### src/rtl/alu_pkg.sv
// ---------------------------------------------------------------------------
// alu_pkg
//   ALU control code definitions shared between the ALU control decoder and
//   the execution unit, plus the flag bundle carried through the result stage.
//   Contents:
//     ALU_*              4-bit ALU control codes
//     alu_flags_t        {zero, overflow, illegal} flag bundle
//     alu_is_supported   1 when a control code names an implemented operation
// ---------------------------------------------------------------------------
package alu_pkg;

    localparam logic [3:0] ALU_AND = 4'd0;
    localparam logic [3:0] ALU_OR  = 4'd1;
    localparam logic [3:0] ALU_ADD = 4'd2;
    localparam logic [3:0] ALU_SUB = 4'd6;
    localparam logic [3:0] ALU_SLT = 4'd7;
    localparam logic [3:0] ALU_NOR = 4'd12;
    localparam logic [3:0] ALU_BAD = 4'd15;

    typedef struct packed {
        logic zero;
        logic overflow;
        logic illegal;
    } alu_flags_t;

    function automatic logic alu_is_supported(input logic [3:0] code);
        logic ok;
        case (code)
            ALU_AND, ALU_OR, ALU_ADD, ALU_SUB, ALU_SLT, ALU_NOR: ok = 1'b1;
            default:                                            ok = 1'b0;
        endcase
        return ok;
    endfunction

endpackage

### src/rtl/alu_core.sv
// ---------------------------------------------------------------------------
// alu_core
//   Purely combinational ALU: {code, a, b} -> {result, zero, overflow, illegal}.
//   Sits between the operand register and the result register of
//   alu_exec_unit.
//   Ports:
//     i_code      4      ALU control code
//     i_a, i_b    WIDTH  operands
//     o_result    WIDTH  operation result (0 for unsupported codes)
//     o_zero      1      o_result == 0
//     o_overflow  1      signed overflow, ADD/SUB only
//     o_illegal   1      code not in the supported set
// ---------------------------------------------------------------------------
module alu_core
    import alu_pkg::*;
#(
    parameter int unsigned WIDTH = 32
) (
    input  logic [3:0]       i_code,
    input  logic [WIDTH-1:0] i_a,
    input  logic [WIDTH-1:0] i_b,
    output logic [WIDTH-1:0] o_result,
    output logic             o_zero,
    output logic             o_overflow,
    output logic             o_illegal
);

    localparam int unsigned MSB = WIDTH - 1;

    logic [WIDTH-1:0] w_sum;
    logic [WIDTH-1:0] w_diff;
    logic             w_add_ovf;
    logic             w_sub_ovf;
    logic             w_lt;
    logic [WIDTH-1:0] w_result;
    logic             w_overflow;

    always_comb begin
        w_sum     = i_a + i_b;
        w_diff    = i_a - i_b;
        w_add_ovf = (i_a[MSB] == i_b[MSB]) && (w_sum[MSB]  != i_a[MSB]);
        w_sub_ovf = (i_a[MSB] != i_b[MSB]) && (w_diff[MSB] != i_a[MSB]);
        // Signed less-than: sign of a-b, corrected when the subtraction overflowed.
        w_lt      = w_diff[MSB] ^ w_sub_ovf;
    end

    always_comb begin
        w_result   = '0;
        w_overflow = 1'b0;
        case (i_code)
            ALU_AND: w_result = i_a & i_b;
            ALU_OR:  w_result = i_a | i_b;
            ALU_NOR: w_result = ~(i_a | i_b);
            ALU_ADD: begin
                w_result   = w_sum;
                w_overflow = w_add_ovf;
            end
            ALU_SUB: begin
                w_result   = w_diff;
                w_overflow = w_sub_ovf;
            end
            ALU_SLT: w_result = {{(WIDTH-1){1'b0}}, w_lt};
            ALU_BAD: w_result = '0;
            default: w_result = '0;
        endcase
    end

    assign o_result   = w_result;
    assign o_zero     = (w_result == '0);
    assign o_overflow = w_overflow;
    assign o_illegal  = !alu_is_supported(i_code);

endmodule

### src/rtl/alu_exec_unit.sv
// ---------------------------------------------------------------------------
// alu_exec_unit
//   Two-stage ALU execution unit with valid/ready handshakes on both sides.
//   S1 registers the accepted {code, a, b}; S2 registers the alu_core result
//   and all flags together. One operation per cycle, two edges of latency.
//   Ports:
//     clk        1      clock, rising edge
//     rst_n      1      asynchronous active-low reset
//     in_valid   1      operation presented
//     in_ready   1      operation accepted this cycle
//     alu_ctrl   4      ALU control code
//     op_a, op_b WIDTH  operands
//     out_valid  1      result presented
//     out_ready  1      consumer accepts result this cycle
//     result     WIDTH  operation result
//     zero       1      result == 0
//     overflow   1      signed overflow (ADD/SUB)
//     illegal    1      unsupported control code
// ---------------------------------------------------------------------------
module alu_exec_unit
    import alu_pkg::*;
#(
    parameter int unsigned WIDTH = 32
) (
    input  logic             clk,
    input  logic             rst_n,
    input  logic             in_valid,
    output logic             in_ready,
    input  logic [3:0]       alu_ctrl,
    input  logic [WIDTH-1:0] op_a,
    input  logic [WIDTH-1:0] op_b,
    output logic             out_valid,
    input  logic             out_ready,
    output logic [WIDTH-1:0] result,
    output logic             zero,
    output logic             overflow,
    output logic             illegal
);

    // S1: operand register
    logic             r_in_en;
    logic             r_s1_valid;
    logic [3:0]       r_s1_code;
    logic [WIDTH-1:0] r_s1_a;
    logic [WIDTH-1:0] r_s1_b;

    // S2: result register
    logic             r_s2_valid;
    logic [WIDTH-1:0] r_result;
    alu_flags_t       r_flags;

    logic             w_s2_load;
    logic             w_in_fire;
    logic [WIDTH-1:0] w_result;
    alu_flags_t       w_flags;

    // S2 takes a new result whenever it is empty or its current one leaves this edge,
    // so a draining output and a refill happen in the same edge without a bubble.
    assign w_s2_load = r_s1_valid && (!r_s2_valid || out_ready);
    // r_in_en holds in_ready low until the first edge after reset release.
    assign in_ready  = r_in_en && (!r_s1_valid || w_s2_load);
    assign w_in_fire = in_valid && in_ready;

    alu_core #(
        .WIDTH (WIDTH)
    ) u_core (
        .i_code     (r_s1_code),
        .i_a        (r_s1_a),
        .i_b        (r_s1_b),
        .o_result   (w_result),
        .o_zero     (w_flags.zero),
        .o_overflow (w_flags.overflow),
        .o_illegal  (w_flags.illegal)
    );

    always_ff @(posedge clk or negedge rst_n) begin
        if (!rst_n) begin
            r_in_en    <= 1'b0;
            r_s1_valid <= 1'b0;
            r_s1_code  <= '0;
            r_s1_a     <= '0;
            r_s1_b     <= '0;
        end else begin
            r_in_en <= 1'b1;
            if (w_in_fire) begin
                r_s1_valid <= 1'b1;
                r_s1_code  <= alu_ctrl;
                r_s1_a     <= op_a;
                r_s1_b     <= op_b;
            end else if (w_s2_load) begin
                r_s1_valid <= 1'b0;
            end
        end
    end

    always_ff @(posedge clk or negedge rst_n) begin
        if (!rst_n) begin
            r_s2_valid <= 1'b0;
            r_result   <= '0;
            r_flags    <= '0;
        end else begin
            if (w_s2_load) begin
                r_s2_valid <= 1'b1;
                r_result   <= w_result;
                r_flags    <= w_flags;
            end else if (out_ready) begin
                r_s2_valid <= 1'b0;
            end
        end
    end

    assign out_valid = r_s2_valid;
    assign result    = r_result;
    assign zero      = r_flags.zero;
    assign overflow  = r_flags.overflow;
    assign illegal   = r_flags.illegal;

endmodule

### config.mk
export PLATFORM = sky130hd
export DESIGN_NAME = alu_exec_unit
export DESIGN_NICKNAME = d
export VERILOG_FILES = /design/src/rtl/alu_pkg.sv /design/src/rtl/alu_core.sv /design/src/rtl/alu_exec_unit.sv
export SDC_FILE = /design/constraint.sdc
export NUM_CORES = 1
export LEC_CHECK = 0
export ABC_AREA = 1
export BUFFER_PORTS_ARGS = -buffer_cell sky130_fd_sc_hd__buf_2
export CAP_MARGIN = 20
export CORE_MARGIN = 10
export CORE_UTILIZATION = 65
export DETAILED_ROUTE_END_ITERATION = 12
export HOLD_SLACK_MARGIN = 0.08
export PLACE_DENSITY_LB_ADDON = 0.3
export SKIP_LAST_GASP = 1
export SYNTH_ARGS = -nofsm -noshare
export SYNTH_HDL_FRONTEND = slang
export SYNTH_SLANG_ARGS = --single-unit
### constraint.sdc
create_clock -name clk -period 6.5 [get_ports clk]
set_clock_uncertainty 0.15 [all_clocks]
set_input_delay 1.95 -clock clk [delete_from_list [all_inputs] [get_ports clk]]
set_output_delay 1.95 -clock clk [all_outputs]
set_load 0.02 [all_outputs]
==> results by group, run 1 <==
Routing
  – Antenna Nets Post-Route: 0
  – DRC Markers: 0
  – WL/cell: 17.5 um
  – Vias: 11400
  – Router iterations before antenna repair: 6
  – Routed WL: 35000 um
  – DR iter-0 viols: 1325
  – DR vias/cell: 5.72

Logic synthesis
  – Top cell type's share of synthesized area: 0.256
  – Top_reg_cell synth: dfrtp_1
  – Cells after Synth: 1707
  – Register bit total from synthesis: 106
  – Syn Nets: 1880
  – Adder-cell share of the synthesized area: 0.124
  – Post-synthesis cell type count: 41
  – Async SR Flop Fraction: 1.00
  – Syn. warnings: 0
  – Main combinational cell family by area after synthesis: simple AND/OR/NAND/NOR gates
  – Synth area leader: dfrtp_1
  – Post-synthesis mux area share: 0
  – Synth top area cells: dfrtp_1, nand2_1, ha_1
  – EDFF count, synth: 0
  – Syn Area/Cell: 6.07 sq um
  – Part of the Yosys area used for sequential elements: 0.256
  – Complex-gate fraction of the synthesized area: 0.109
  – Simple-Gate Fraction of Synth Area: 0.372
  – Synthesized area: 10400 sq um
  – Synth Area in XOR/XNOR: 0.00169

Worst setup path
  – CP cell instances: buf_2 -> inv_1 -> nand3_1 -> nand2_1 -> inv_1 -> buf_2
  – Flop-to-flop setup slack: 2.38 ns
  – Crit-path leading delay family: buffers and inverters
  – Crit-path max cell delay: 0.19 ns
  – Startpoint Class: primary input
  – Crit-path max FO: 2
  – Arr. time, crit path: 2.55 ns
  – Slowest-stage cell, CP: buf_2
  – FF-to-FF End: zero
  – WS Path Type: in -> out
  – Worst flop-to-flop path startpoint: r_s1_a[10]
  – WP buf/inv: 4
  – Worst r2r path cells: 24
  – WP data required: 4.40 ns
  – Crit path capture type: primary output

STA
  – Final setup violation count: 0
  – Worst Tran Pin Value: 0.979 ns
  – F_max: 0.215 GHz
  – Setup tns final: 0 ns
  – Slew Limit Fails: 0
  – Fin crit share: 0.715
  – Post-route minimum period: 4.65 ns
  – Final hold violation count: 0
  – Slew headroom: 0.346
  – Unrepaired setup endpoints after global routing: false

Pwr
  – P_leak: 6.68 nW
  – Final total power: 3.12 mW
  – Power density cells: 279 nW/um^2
  – Peak VDD IR: 193 uV

Clock network
  – CTS tree: built
  – Post-cts sizing count: 0
  – CTS sink count: 106
  – Worst skew pair latency: 0.37 ns
  – Clock root cell: clkbuf_16
  – Num CTS Buffers: 9
  – CTS clock-pin slew for the worst setup and hold paths: 0.07 ns
  – Cts hold-fix bufs: 0
  – Worst-case clock buffer depth: 2
  – Post-CTS setup buffer count: 0
  – CTS H-tree lvls: 3

Min path
  – Hold path depth: 2
  – Hold Path Origin: result[25]
  – Hold Path Class: reg -> reg
  – Hold path endpoint: result[25]

Layout
  – Layout cells sized above 1: 0.0866
  – Multi-input logic area: 6300 sq um
  – Diode count: 0
  – Fin cells: 1994
  – Seq. cell area: 2650 sq um
  – Fill cell count: 1355
  – Area Overhead vs Synth: 8.22%
  – # nets final: 1946

Placement
  – Gpl congestion: 1.05
  – HPWL Detailed: 28200 um
  – Port buffer count: 108
  – Placed Instances: 1978

Run status
  – Status: finished, final reports clean

GRT
  – Largest net degree at the start of global routing: 98
  – First-pass GRT wire length: 55400 um
  – Vias in the first global route: 10700
  – Total track usage: 0.321
  – Antenna violations before repair: 2
  – Total grt overflow: 0

Floorplan
  – Number of placement rows: 46
  – Core Region: 15800 sq um
  – Die Ht: 146 um
  – DIE WIDTH: 146 um
  – Initial Utilization: 0.657
  – IO Pins: 109
  – DIE AREA: 21400 sq um

Flow run
  – Total of max-cap violations: 0
## cell families after synthesis
kind of cell,after synthesis
compound gates,203
xor+xnor,2
fa+ha+maj,101
buf+inv,355
flops,106
other cells,1
simple gates,939
## how the worst max path moves through the flow
stage	depth (start not counted)	start	slack, ns	to
CTS	6	out_ready	1.85	in_ready
floorplan	4	out_ready	2.15	in_ready
global placement	6	out_ready	1.93	in_ready
detailed placement	6	out_ready	1.88	in_ready
global route	6	out_ready	1.81	in_ready
finish	6	out_ready	1.85	in_ready
## area by class of cell
type	instances	share of cell area
Clock buffer	10	0.0213
Clock inverter	6	0.00424
Inverter	298	0.0998
Multi-Input combinational cell	1246	0.563
Sequential cell	106	0.237
Tap cell	216	0.0241
Timing Repair Buffer	112	0.0511
## through the flow
stage | utilization | instance area (sq um) | worst slack (ns) | hold slack (ns)
2_1_floorplan | - | 10400 | 2.15 | 0.355
3_3_place_gp | 0.692 | 10900 | 1.93 | 0.307
3_5_place_dp | 0.692 | 10900 | 1.88 | 0.310
4_1_cts | 0.711 | 11200 | 1.85 | 0.329
5_1_grt | 0.711 | 11200 | 1.81 | 0.349
6_report | 0.711 | 11200 | 1.85 | 0.324
## power breakdown
group | switching [mW] | total (mW) | leakage [nW] | internal (mW)
clock | 0.277 | 0.551 | 0.139 | 0.274
sequential | 0.0813 | 0.848 | 1.25 | 0.767
combinational | 1.22 | 1.72 | 5.29 | 0.507
total | 1.57 | 3.12 | 6.68 | 1.55
## cell usage after synthesis (4+ instances only)
cell type / n
a31oi_1: 4
a21oi_1: 126
a221oi_1: 18
nand3_1: 141
buf_1: 4
clkbuf_1: 20
dfrtp_1: 106
o21bai_1: 5
nor3_1: 9
buf_2: 24
nor2_1: 225
ha_1: 98
o21ai_0: 43
inv_1: 295
nand2_1: 517
nor2_2: 11
buf_4: 4
nand4_1: 20
## cell usage in the layout (no fill, tap or decap), drive strengths merged, types with 2 or more instances in the layout
cell and n:
and2 3, o21ai 43, clkbuf 10, a31oi 4, a221oi 20, fa 3
nor2 236, a21oi 126, o21bai 5, nand2 520, nand3b 2, nand3 144
inv 300, buf 112, dfrtp 106, nand4 20, nor3 10, ha 98
clkinv 3
## flip-flops by register name (all words and copies together) (netlist names), 4 cells and up
| name | count |
|---|---|
| r_s1_a | 32 |
| r_s1_b | 32 |
| r_s1_code | 4 |
| result | 32 |
## per-layer routing
metal  vias to the layer above  part of all wire  global-route usage  routed length [um]
met1                      5166              0.41               0.421               14300
met2                       707              0.43               0.487               14900
met5                         -           0.00037                   0                  13
met4                         2             0.034               0.120                1180
met3                       108              0.13              0.0995                4550
li1                       5431                 -                   -                   -
## worst min-delay path, delay by kind of cell, from the launching register on
kind	cells	cell delay (ns)
flip-flops	1	0.34
AND/OR/NAND/NOR	2	0.10
(Power assumes the default switching activity.)
==> inputs of run 2 (changes only) <==
--- a/config.mk
+++ b/config.mk
@@ -9,7 +9,7 @@
 export BUFFER_PORTS_ARGS = -buffer_cell sky130_fd_sc_hd__buf_2
 export CAP_MARGIN = 20
 export CORE_MARGIN = 10
-export CORE_UTILIZATION = 65
+export CORE_UTILIZATION = 55
 export DETAILED_ROUTE_END_ITERATION = 12
 export HOLD_SLACK_MARGIN = 0.08
 export PLACE_DENSITY_LB_ADDON = 0.3
==> constraint.sdc (replaced) <==
create_clock -name clk -period 3.9 [get_ports clk]
set_clock_uncertainty 0.15 [all_clocks]
set_input_delay 1.17 -clock clk [delete_from_list [all_inputs] [get_ports clk]]
set_output_delay 1.17 -clock clk [all_outputs]
set_load 0.02 [all_outputs]
==> run 2 against run 1 <==
Against the previous run:
- register-to-register slack worse by 2.2 ns
- clock power rose by 71%
- sequential share of layout area shrank 0.53 points
- global-route usage shrank 2.6 points
- core utilization shrank 9.5 points
- sequential power is 65% higher
- largest power group unchanged
==> results by group, run 2 (synthesized netlist as in run 1, its figures left out) <==
Clock network
  – Clock root cell: clkbuf_16
  – Worst-case clock buffer depth: 2
  – CTS H-tree lvls: 3
  – Post-CTS setup buffer count: 0
  – CTS clock-pin slew for the worst setup and hold paths: 0.08 ns
  – CTS tree: built
  – Cts hold-fix bufs: 0
  – Num CTS Buffers: 9
  – CTS sink count: 106
  – Worst skew pair latency: 0.37 ns

Layout
  – Final Cell Area: 11500 sq um
  – Fill cell count: 1877
  – Most common cell after layout, fill and taps aside: nand2_1
  – Layout cells sized above 1: 0.106
  – Diode count: 0
  – Post-layout util: 0.615
  – # nets final: 1968
  – Commonest cells after routing, fill and taps aside: nand2_1, inv_1, nor2_1
  – Area Overhead vs Synth: 10.8%

Worst setup path
  – Arr. time, crit path: 3.91 ns
  – WP buf/inv: 4
  – Most used cell, CP: nand2_1
  – WP data required: 4.05 ns
  – WS Path Type: reg -> reg
  – Crit-path max cell delay: 0.40 ns
  – Crit-path leading delay family: simple AND/OR/NAND/NOR gates
  – Slowest-stage cell, CP: dfrtp_1
  – Crit path capture type: flip-flop
  – Crit-path max FO: 8
  – Startpoint Class: flip-flop

Pwr
  – P_leak: 6.79 nW
  – Power density cells: 466 nW/um^2
  – Peak VDD IR: 246 uV

Routing
  – Antenna Nets Post-Route: 0
  – Vias: 11000
  – DRC Markers: 0
  – DR iter-0 viols: 982
  – Routed WL: 36600 um
  – Router iterations before antenna repair: 6
  – DR vias/cell: 5.42
  – WL/cell: 18.0 um

GRT
  – Largest net degree at the start of global routing: 64
  – First-pass GRT wire length: 56700 um
  – Total grt overflow: 0
  – Vias in the first global route: 10500
  – Total track usage: 0.295
  – Antenna violations before repair: 0

Floorplan
  – Core Region: 18600 sq um
  – Initial Utilization: 0.555
  – Die Ht: 157 um
  – Number of placement rows: 50
  – DIE AREA: 24700 sq um
  – IO Pins: 109
  – DIE WIDTH: 157 um

Placement
  – Post-DP Area: 11100 sq um
  – Dpl ws: 0.228 ns
  – Gpl congestion: 1.02
  – HPWL Detailed: 30500 um
  – Port buffer count: 108

Min path
  – Hold Path Class: reg -> reg

STA
  – Setup tns final: 0 ns
  – Final setup violation count: 0
  – Final WS setup: 0.142 ns
  – Hold WS: 0.330 ns
  – Fin crit share: 0.964
  – Worst Tran Pin Value: 0.916 ns
  – F_max: 0.266 GHz
  – Final hold violation count: 0
  – Unrepaired setup endpoints after global routing: false
  – Post-route minimum period: 3.76 ns
  – Slew Limit Fails: 0
  – Slew headroom: 0.389

Flow run
  – Total of max-cap violations: 0

Run status
  – Status: finished, final reports clean
==> run 2: final cells by class <==
| cell class | count | area (sq um) | share of cell area |
|---|---|---|---|
| Multi-Input combinational cell | 1246 | 6350 | 0.554 |
| Clock inverter | 7 | 65.1 | 0.00567 |
| Inverter | 298 | 1120 | 0.0975 |
| Clock buffer | 9 | 225 | 0.0196 |
| Tap cell | 234 | 293 | 0.0255 |
| Timing Repair Buffer | 134 | 763 | 0.0665 |
| Sequential cell | 106 | 2650 | 0.231 |
==> run 2: worst paths after layout <==
| path | start | endpoint | slack, ns | cells past startpoint |
|---|---|---|---|---|
| max | r_s1_a[20] | zero | 0.14 | 25 |
| min | result[15] | result[15] | 0.33 | 2 |
| max reg2reg | r_s1_a[20] | zero | 0.14 | 25 |
| min reg2reg | result[15] | result[15] | 0.33 | 2 |
| max in group asynchronous | rst_n | r_s1_a[1] | 2.20 | 2 |
| min in group asynchronous | rst_n | r_s1_b[11] | 0.64 | 1 |
==> run 2: timing repair <==
item,CTS,global route
setup endpoints to repair,0,1
hold endpoints to repair,0,0
gates resized for setup,0,20
==> run 2: routing by layer <==
layer | GRT usage | routed length (um) | vias up
met5 | 0 | 0 | -
met4 | 0.0735 | 735 | 0
met3 | 0.0529 | 3170 | 53
met2 | 0.455 | 15700 | 435
met1 | 0.416 | 17000 | 5063
li1 | - | - | 5469
==> run 2: metrics by stage <==
| step | std cells | power [mW] |
|---|---|---|
| 2_1_floorplan | 1707 | 3.38 |
| 3_3_place_gp | 2018 | 4.27 |
| 3_5_place_dp | 2018 | 4.31 |
| 4_1_cts | 2034 | 5.25 |
| 5_1_grt | 2034 | 5.74 |
| 6_report | 2034 | 5.34 |
==> run 2: where the power goes <==
group,internal [mW],switching [mW]
Combinational,0.906,2.10
Clock,0.450,0.490
Sequential,1.28,0.122
==> run 2: worst reg2reg max path: stages (launching register included) <==
cell,delay [ns]
dfrtp_1,0.40
inv_1,0.08
ha_1,0.32
buf_4,0.17
o21bai_1,0.32
inv_1,0.08
nand2_1,0.11
inv_1,0.04
nand2_1,0.06
a21oi_1,0.08
nand2_1,0.08
nand2_1,0.07
nand2_1,0.07
a21oi_1,0.09
fa_1,0.37
nand2_1,0.08
nand3_1,0.11
nor3_2,0.17
nand2_1,0.10
nor2_1,0.14
nand2_1,0.08
nor2_1,0.13
nand3_1,0.08
nor2_1,0.13
nand3_1,0.09
nand2_1,0.08
